<file path="src/rtl/liteeth_sram_pkg.sv">
// Shared sizes and types for the liteeth SRAM-backed FIFO controller.
// The word and address widths must match the fakeram_1rw1r 12x128 macro.
package liteeth_sram_pkg;

  localparam int BITS       = 12;
  localparam int WORD_DEPTH = 128;
  localparam int ADDR_WIDTH = 7;
  localparam int CNT_W      = ADDR_WIDTH + 1;   // holds 0..WORD_DEPTH
  localparam int LVL_W      = ADDR_WIDTH + 2;   // holds 0..WORD_DEPTH+2

  typedef logic [ADDR_WIDTH-1:0] ptr_t;
  typedef logic [BITS-1:0]       word_t;
  typedef logic [CNT_W-1:0]      cnt_t;
  typedef logic [LVL_W-1:0]      lvl_t;

  // WORD_DEPTH is a power of two, so natural overflow gives the modulo wrap.
  function automatic ptr_t ptr_inc(input ptr_t p);
    return p + ptr_t'(1);
  endfunction

endpackage

</file>
<file path="src/rtl/liteeth_skid_buf2.sv">
// Two-entry output FIFO that absorbs the SRAM read latency.
// Head is held in its own register so out_data is stable while out_ready is low.
module liteeth_skid_buf2
  import liteeth_sram_pkg::*;
#(
  parameter int W = BITS
) (
  input  logic         clk,
  input  logic         rst_n,
  input  logic         in_valid,
  input  logic [W-1:0] in_data,
  output logic         out_valid,
  input  logic         out_ready,
  output logic [W-1:0] out_data,
  output logic [1:0]   count
);

  logic [W-1:0] head_q, head_d;
  logic [W-1:0] tail_q, tail_d;
  logic [1:0]   cnt_q, cnt_d;
  logic         valid_q, valid_d;
  logic         pop;

  assign pop = valid_q & out_ready;

  always_comb begin
    head_d  = head_q;
    tail_d  = tail_q;
    cnt_d   = cnt_q + {1'b0, in_valid} - {1'b0, pop};
    valid_d = (cnt_d != 2'd0);
    case (cnt_q)
      2'd0: begin
        if (in_valid) head_d = in_data;
      end
      2'd1: begin
        // With a simultaneous pop the new word becomes the head directly.
        if (in_valid && pop) head_d = in_data;
        else if (in_valid)   tail_d = in_data;
      end
      default: begin
        if (pop) head_d = tail_q;
        if (in_valid) tail_d = in_data;
      end
    endcase
  end

  always_ff @(posedge clk or negedge rst_n) begin
    if (!rst_n) begin
      head_q  <= '0;
      tail_q  <= '0;
      cnt_q   <= 2'd0;
      valid_q <= 1'b0;
    end else begin
      head_q  <= head_d;
      tail_q  <= tail_d;
      cnt_q   <= cnt_d;
      valid_q <= valid_d;
    end
  end

  assign out_valid = valid_q;
  assign out_data  = head_q;
  assign count     = cnt_q;

endmodule

</file>
<file path="src/rtl/liteeth_sram_fifo_ctrl.sv">
// FIFO controller around a 1RW+1R SRAM macro: writes via RW port, reads via R port,
// with a 2-entry output buffer so the 1-cycle read latency does not cost throughput.
module liteeth_sram_fifo_ctrl
  import liteeth_sram_pkg::*;
(
  input  logic                  clk,
  input  logic                  rst_n,
  input  logic                  s_valid,
  output logic                  s_ready,
  input  logic [BITS-1:0]       s_data,
  output logic                  m_valid,
  input  logic                  m_ready,
  output logic [BITS-1:0]       m_data,
  output logic [ADDR_WIDTH+1:0] level,
  output logic                  rw0_ce_in,
  output logic                  rw0_we_in,
  output logic [ADDR_WIDTH-1:0] rw0_addr_in,
  output logic [BITS-1:0]       rw0_wd_in,
  output logic                  r0_ce_in,
  output logic [ADDR_WIDTH-1:0] r0_addr_in,
  input  logic [BITS-1:0]       r0_rd_out
);

  ptr_t wr_ptr_q, wr_ptr_d;
  ptr_t rd_ptr_q, rd_ptr_d;
  cnt_t sram_cnt_q, sram_cnt_d;
  lvl_t level_q, level_d;
  logic inflight_q, inflight_d;
  logic s_ready_q, s_ready_d;

  logic       push, fetch, pop;
  logic [1:0] buf_cnt;
  logic [2:0] occ, occ_lim;

  // A word becomes fetchable only after its write edge, so the read pointer
  // can only meet the write pointer when the SRAM is full, and then push is blocked.
  always_comb begin
    push    = s_valid & s_ready_q;
    pop     = m_valid & m_ready;
    occ     = {1'b0, buf_cnt} + {2'b00, inflight_q};
    occ_lim = 3'd2 + {2'b00, pop};
    fetch   = (sram_cnt_q != '0) && (occ < occ_lim);

    wr_ptr_d   = push  ? ptr_inc(wr_ptr_q) : wr_ptr_q;
    rd_ptr_d   = fetch ? ptr_inc(rd_ptr_q) : rd_ptr_q;
    sram_cnt_d = sram_cnt_q + cnt_t'(push) - cnt_t'(fetch);
    inflight_d = fetch;
    level_d    = level_q + lvl_t'(push) - lvl_t'(pop);
    s_ready_d  = (sram_cnt_d < cnt_t'(WORD_DEPTH));
  end

  always_ff @(posedge clk or negedge rst_n) begin
    if (!rst_n) begin
      wr_ptr_q   <= '0;
      rd_ptr_q   <= '0;
      sram_cnt_q <= '0;
      level_q    <= '0;
      inflight_q <= 1'b0;
      s_ready_q  <= 1'b0;
    end else begin
      wr_ptr_q   <= wr_ptr_d;
      rd_ptr_q   <= rd_ptr_d;
      sram_cnt_q <= sram_cnt_d;
      level_q    <= level_d;
      inflight_q <= inflight_d;
      s_ready_q  <= s_ready_d;
    end
  end

  // Read data returns the cycle after the fetch and lands in the buffer.
  liteeth_skid_buf2 #(.W(BITS)) u_obuf (
    .clk      (clk),
    .rst_n    (rst_n),
    .in_valid (inflight_q),
    .in_data  (r0_rd_out),
    .out_valid(m_valid),
    .out_ready(m_ready),
    .out_data (m_data),
    .count    (buf_cnt)
  );

  assign s_ready     = s_ready_q;
  assign level       = level_q;
  assign rw0_ce_in   = push;
  assign rw0_we_in   = push;
  assign rw0_addr_in = wr_ptr_q;
  assign rw0_wd_in   = s_data;
  assign r0_ce_in    = fetch;
  assign r0_addr_in  = rd_ptr_q;

endmodule

</file>
<file path="config.mk">
export PLATFORM = sky130hd
export DESIGN_NAME = liteeth_sram_fifo_ctrl
export DESIGN_NICKNAME = d
export VERILOG_FILES = /design/src/rtl/liteeth_sram_pkg.sv /design/src/rtl/liteeth_skid_buf2.sv /design/src/rtl/liteeth_sram_fifo_ctrl.sv
export SDC_FILE = /design/constraint.sdc
export NUM_CORES = 1
export LEC_CHECK = 0
export ABC_CLOCK_PERIOD_IN_PS = 3400
export CORE_MARGIN = 2
export CORE_UTILIZATION = 34
export DETAILED_ROUTE_END_ITERATION = 6
export GPL_TIMING_DRIVEN = 0
export PLACE_DENSITY_LB_ADDON = 0.2
export SLEW_MARGIN = 20
export SYNTH_ARGS = -nofsm -noshare
export SYNTH_HDL_FRONTEND = slang
export SYNTH_SLANG_ARGS = --single-unit
</file>
<file path="constraint.sdc">
create_clock -name clk -period 3.4 [get_ports clk]
set_clock_uncertainty 0.1 [all_clocks]
set_input_delay 1.02 -clock clk [delete_from_list [all_inputs] [get_ports clk]]
set_output_delay 1.02 -clock clk [all_outputs]
set_load 0.02 [all_outputs]
</file>
==> impl_metrics.xml <==
<?xml version="1.0" encoding="UTF-8"?>
<metrics>
  <group name="status">
    <metric name="outcome" unit="">complete, no violations</metric>
  </group>
  <group name="timing">
    <metric name="worst_tran_pin_value" unit="ns">0.328</metric>
    <metric name="timing.final.crit_share" unit="%">97.8</metric>
    <metric name="finalHoldViolations" unit="">0</metric>
    <metric name="setup-violations-final" unit="">0</metric>
    <metric name="timing.final.crit_period" unit="ns">3.33</metric>
    <metric name="max_slew_violation_count" unit="">0</metric>
    <metric name="setup_ws" unit="ns">0.0744</metric>
    <metric name="fmax" unit="MHz">301</metric>
    <metric name="rsz_0062_raised_after_global_routing" unit="">false</metric>
    <metric name="maxSlewHeadroom" unit="%">78.0</metric>
  </group>
  <group name="finish">
    <metric name="fin_area" unit="µm²">4270</metric>
    <metric name="synthToLayoutAreaGrowth" unit="%">34.3</metric>
    <metric name="num-nets-final" unit="">418</metric>
    <metric name="post_route_cells_drive_above_1_share" unit="%">13.9</metric>
    <metric name="fin_cells" unit="">478</metric>
    <metric name="n_antenna_cell" unit="">0</metric>
  </group>
  <group name="synth">
    <metric name="synth-edff-count" unit="">0</metric>
    <metric name="yosys_register_bits" unit="">60</metric>
    <metric name="synthesis.area_per_instance" unit="µm²">11.3</metric>
    <metric name="yosys-top-cells-area" unit="">sky130_fd_sc_hd__dfrtp_1 47%, sky130_fd_sc_hd__ha_1 10%, sky130_fd_sc_hd__xnor2_1 5.5%</metric>
    <metric name="yosys.area.top_type_share" unit="%">47.3</metric>
    <metric name="yosys_warnings" unit="">0</metric>
    <metric name="synth.area.mux_share" unit="%">8.74</metric>
    <metric name="syn-instance-count" unit="">281</metric>
    <metric name="syn-cell-area" unit="µm²">3180</metric>
    <metric name="synth_simple_gate_area_share" unit="%">9.69</metric>
    <metric name="synth-compound-area-share" unit="%">8.35</metric>
    <metric name="synth_cell_types" unit="">40</metric>
    <metric name="synth_flop_cell" unit="">sky130_fd_sc_hd__dfrtp_1</metric>
    <metric name="synthXorXnorAreaFrac" unit="%">7.44</metric>
    <metric name="yosysTopAreaCell" unit="">sky130_fd_sc_hd__dfrtp_1</metric>
    <metric name="synth_top_family_by_area" unit="">adder cells</metric>
    <metric name="yosysSeqAreaShare" unit="%">47.3</metric>
    <metric name="synth_async_sr_flop_share" unit="%">100</metric>
    <metric name="mappedNetlistNets" unit="">337</metric>
    <metric name="synthAdderAreaFrac" unit="%">11.5</metric>
  </group>
  <group name="setup_path">
    <metric name="worst-r2r-setup-slack" unit="ns">0.43</metric>
    <metric name="regToRegStartpoint" unit="">sram_cnt_q[6]</metric>
    <metric name="crit_path_max_fanout" unit="">6</metric>
    <metric name="critical_path_endpoint_category" unit="">output port</metric>
    <metric name="timing.critical_path.from_type" unit="">input pin</metric>
    <metric name="slowest_delay" unit="ns">0.47</metric>
    <metric name="ff2ff_path_depth" unit="">14</metric>
    <metric name="critPathArrivalTime" unit="ns">2.21</metric>
    <metric name="worst-endpoint-required" unit="ns">2.28</metric>
    <metric name="reg2reg_to" unit="">sram_cnt_q[6]</metric>
    <metric name="path_cells" unit="">clkdlybuf4s50_1 &gt; nand2_1 &gt; inv_4 &gt; buf_4 &gt; dlygate4sd2_1</metric>
    <metric name="cp_slowest_cell" unit="">sky130_fd_sc_hd__clkdlybuf4s50_1</metric>
    <metric name="timing_worst_setup_path_type" unit="">input pin to output port</metric>
  </group>
  <group name="placement">
    <metric name="gp_congestion" unit="">0.787</metric>
    <metric name="pre_cts_slack" unit="ns">-0.456</metric>
    <metric name="placement_cell_area" unit="µm²">4010</metric>
    <metric name="placement.io_buffers" unit="">67</metric>
    <metric name="dp_cells" unit="">460</metric>
    <metric name="dp_hpwl" unit="mm">4.51</metric>
  </group>
  <group name="drt">
    <metric name="route.detailed.drc" unit="">0</metric>
    <metric name="drt-vias-per-instance" unit="">4.74</metric>
    <metric name="drt_pre_antenna_iters" unit="">4</metric>
    <metric name="drt_iter0_markers" unit="">33</metric>
    <metric name="routed-via-count" unit="">2268</metric>
    <metric name="post_drt_wl_per_cell" unit="µm">12.8</metric>
    <metric name="postRouteWirelength" unit="mm">6.12</metric>
    <metric name="antenna_violation_net_count_after_detailed_routing" unit="">0</metric>
  </group>
  <group name="cts">
    <metric name="h_tree_level_count" unit="">3</metric>
    <metric name="ctsHoldBuffers" unit="">0</metric>
    <metric name="cts_buffer_depth" unit="">2</metric>
    <metric name="cts_tree" unit="">built</metric>
    <metric name="cts.sinks" unit="">60</metric>
    <metric name="clk_latency" unit="ns">0.34</metric>
    <metric name="ctsRootBufferMaster" unit="">sky130_fd_sc_hd__clkbuf_8</metric>
    <metric name="clk_pin_slew" unit="ns">0.08</metric>
    <metric name="number_of_buffers_created_by_cts" unit="">9</metric>
  </group>
  <group name="floorplanning">
    <metric name="ioPinCount" unit="">80</metric>
    <metric name="floorplan.initialDensity" unit="%">34.7</metric>
    <metric name="die_outline_area" unit="µm²">10100</metric>
    <metric name="chipHeight" unit="µm">101</metric>
    <metric name="core" unit="µm²">9150</metric>
    <metric name="die_width" unit="µm">101</metric>
    <metric name="placement_rows" unit="">35</metric>
  </group>
  <group name="power_and_ir_drop">
    <metric name="vdd_ir_drop_max" unit="V">0.000406</metric>
    <metric name="power.sequential.fraction" unit="%">27.2</metric>
    <metric name="cell_internal_pwr" unit="mW">2.99</metric>
    <metric name="power_density" unit="nW/µm²">1190</metric>
    <metric name="leakage" unit="nW">1.95</metric>
    <metric name="power.share.switching" unit="%">40.9</metric>
    <metric name="fraction_of_power_consumed_by_the_clock_network" unit="%">14.8</metric>
    <metric name="finalPower" unit="mW">5.06</metric>
    <metric name="p_sw" unit="mW">2.07</metric>
    <metric name="share_comb_of_total_power" unit="%">58.1</metric>
  </group>
  <group name="hold_path">
    <metric name="worstHoldPathCells" unit="">1</metric>
    <metric name="hold_path_class" unit="">register to register</metric>
    <metric name="worstHoldEndpoint" unit="">rw0_addr_in[6]</metric>
    <metric name="hold_path_startpoint" unit="">rw0_addr_in[6]</metric>
  </group>
  <group name="grt">
    <metric name="initial_antenna_violation_count" unit="">0</metric>
    <metric name="grt_max_degree" unit="">45</metric>
    <metric name="grt_usage" unit="%">13.3</metric>
    <metric name="globalRouteOverflowTotal" unit="">0</metric>
    <metric name="first_pass_grt_wire_length" unit="mm">10.4</metric>
    <metric name="number_of_global_route_vias_before_repair" unit="">2286</metric>
  </group>
  <group name="run">
    <metric name="max_cap_violations" unit="">0</metric>
  </group>
</metrics>
[synthesized netlist by cell type (2+ instances only)]
master                      n
sky130_fd_sc_hd__dfrtp_1   60
sky130_fd_sc_hd__xor2_1     7
sky130_fd_sc_hd__mux2_2     3
sky130_fd_sc_hd__buf_2      4
sky130_fd_sc_hd__a211oi_1   2
sky130_fd_sc_hd__and4_1     3
sky130_fd_sc_hd__a21oi_1   22
sky130_fd_sc_hd__nand4b_1   3
sky130_fd_sc_hd__fa_1       2
sky130_fd_sc_hd__mux2_1    11
sky130_fd_sc_hd__nor2_1    19
sky130_fd_sc_hd__a21o_1     3
sky130_fd_sc_hd__and3_1     3
sky130_fd_sc_hd__buf_4     14
sky130_fd_sc_hd__nand3b_1   2
sky130_fd_sc_hd__nand3_1    5
sky130_fd_sc_hd__inv_1     26
sky130_fd_sc_hd__mux2i_1   12
sky130_fd_sc_hd__xnor2_1   20
sky130_fd_sc_hd__ha_1      26
sky130_fd_sc_hd__nand2_1    9
sky130_fd_sc_hd__o21ai_0    5
sky130_fd_sc_hd__nand2b_1   3
[layout by cell type (no fill, tap or decap), types with 3 or more instances in the layout]
cell type / Yosys / routed
sky130_fd_sc_hd__a21oi_1: 22 / 21
sky130_fd_sc_hd__and4_1: 3 / 3
sky130_fd_sc_hd__xor2_1: 7 / 7
sky130_fd_sc_hd__o21ai_0: 5 / 5
sky130_fd_sc_hd__nor2_1: 19 / 19
sky130_fd_sc_hd__inv_1: 26 / 24
sky130_fd_sc_hd__buf_4: 14 / 17
sky130_fd_sc_hd__buf_2: 4 / 5
sky130_fd_sc_hd__nand4b_1: 3 / 3
sky130_fd_sc_hd__clkdlybuf4s50_1: 0 / 63
sky130_fd_sc_hd__and3_1: 3 / 3
sky130_fd_sc_hd__ha_1: 26 / 26
sky130_fd_sc_hd__a21o_1: 3 / 3
sky130_fd_sc_hd__nand3_1: 5 / 5
sky130_fd_sc_hd__dfrtp_1: 60 / 60
sky130_fd_sc_hd__clkbuf_8: 0 / 10
sky130_fd_sc_hd__mux2_1: 11 / 11
sky130_fd_sc_hd__mux2_2: 3 / 3
sky130_fd_sc_hd__nand2_1: 9 / 9
sky130_fd_sc_hd__xnor2_1: 20 / 20
sky130_fd_sc_hd__mux2i_1: 12 / 12
[metrics by stage]
step                hold slack [ns]  TNS (ns)  util, %
detailed placement            0.367     -2.78     43.8
CTS                           0.383         0     46.4
floorplan                     0.364         0        -
global placement              0.364    -59.07     43.6
global route                  0.396         0     46.6
finish                        0.372         0     46.6
[flip-flops by register name (all words and copies together), names as in the netlist]
name / count
u_obuf.out_data: 12
u_obuf.tail_q: 12
level: 9
sram_cnt_q: 8
r0_addr_in: 7
rw0_addr_in: 7
u_obuf.count: 2
inflight_q: 1
s_ready: 1
u_obuf.out_valid: 1
[power groups by stage]
stage	sequential (mW)	clock [mW]	combinational (mW)
2_1_floorplan	1.60	0	1.79
3_3_place_gp	1.39	0	2.86
3_5_place_dp	1.40	0	2.92
4_1_cts	1.38	0.770	2.95
5_1_grt	1.44	0.808	3.28
6_report	1.38	0.749	2.94
[how the worst max path moves through the flow]
stage	cells after the start	to	startpoint	slack, ns
6_report	5	rw0_we_in	s_valid	0.07
5_1_grt	13	sram_cnt_q[6]	m_ready	0.005
4_1_cts	6	r0_ce_in	m_ready	0.04
3_5_place_dp	6	r0_ce_in	m_ready	-0.46
3_3_place_gp	1	level[8]	rst_n	-0.95
2_1_floorplan	12	sram_cnt_q[6]	m_ready	0.18
[worst max-delay path: cells and delay by family]
family                 cells  cell delay (ns)
buffers and inverters      4             1.03
and+or+nand+nor            1             0.15
[cell families (layout without fill, tap and decap cells)]
group / count (synthesis) / in the layout
adders and majority gates: 28 / 28
and+or+nand+nor: 55 / 55
muxes: 26 / 26
DFF: 60 / 60
AOI/OAI and AO/OA: 41 / 41
xor gates and xnor gates: 27 / 27
buffers and inverters: 44 / 130
[what timing repair did]
item,CTS,global route
pin swaps,1,1
cloned,0,0
endpoints found under the setup margin,4,2
buffers inserted,1,1
resized for setup,9,2
[metal layers]
metal	GRT usage [%]	routed length, µm	vias to the layer above
li1	-	-	1109
met1	16.4	2730	1103
met2	21.6	3040	47
met3	4.16	242	9
met4	5.37	105	0
met5	0	0	-
[layout make-up]
cell class                      instances  area (µm²)
Buffer                                 18         125
Clock buffer                           10         138
Clock inverter                          6        95.1
Fill cell                             859        4890
Inverter                               26         100
Multi-Input combinational cell        177        1460
Sequential cell                        60        1500
Tap cell                              111         139
Timing Repair Buffer                   70         703
Note: power is estimated with default switching activity, not from simulation.
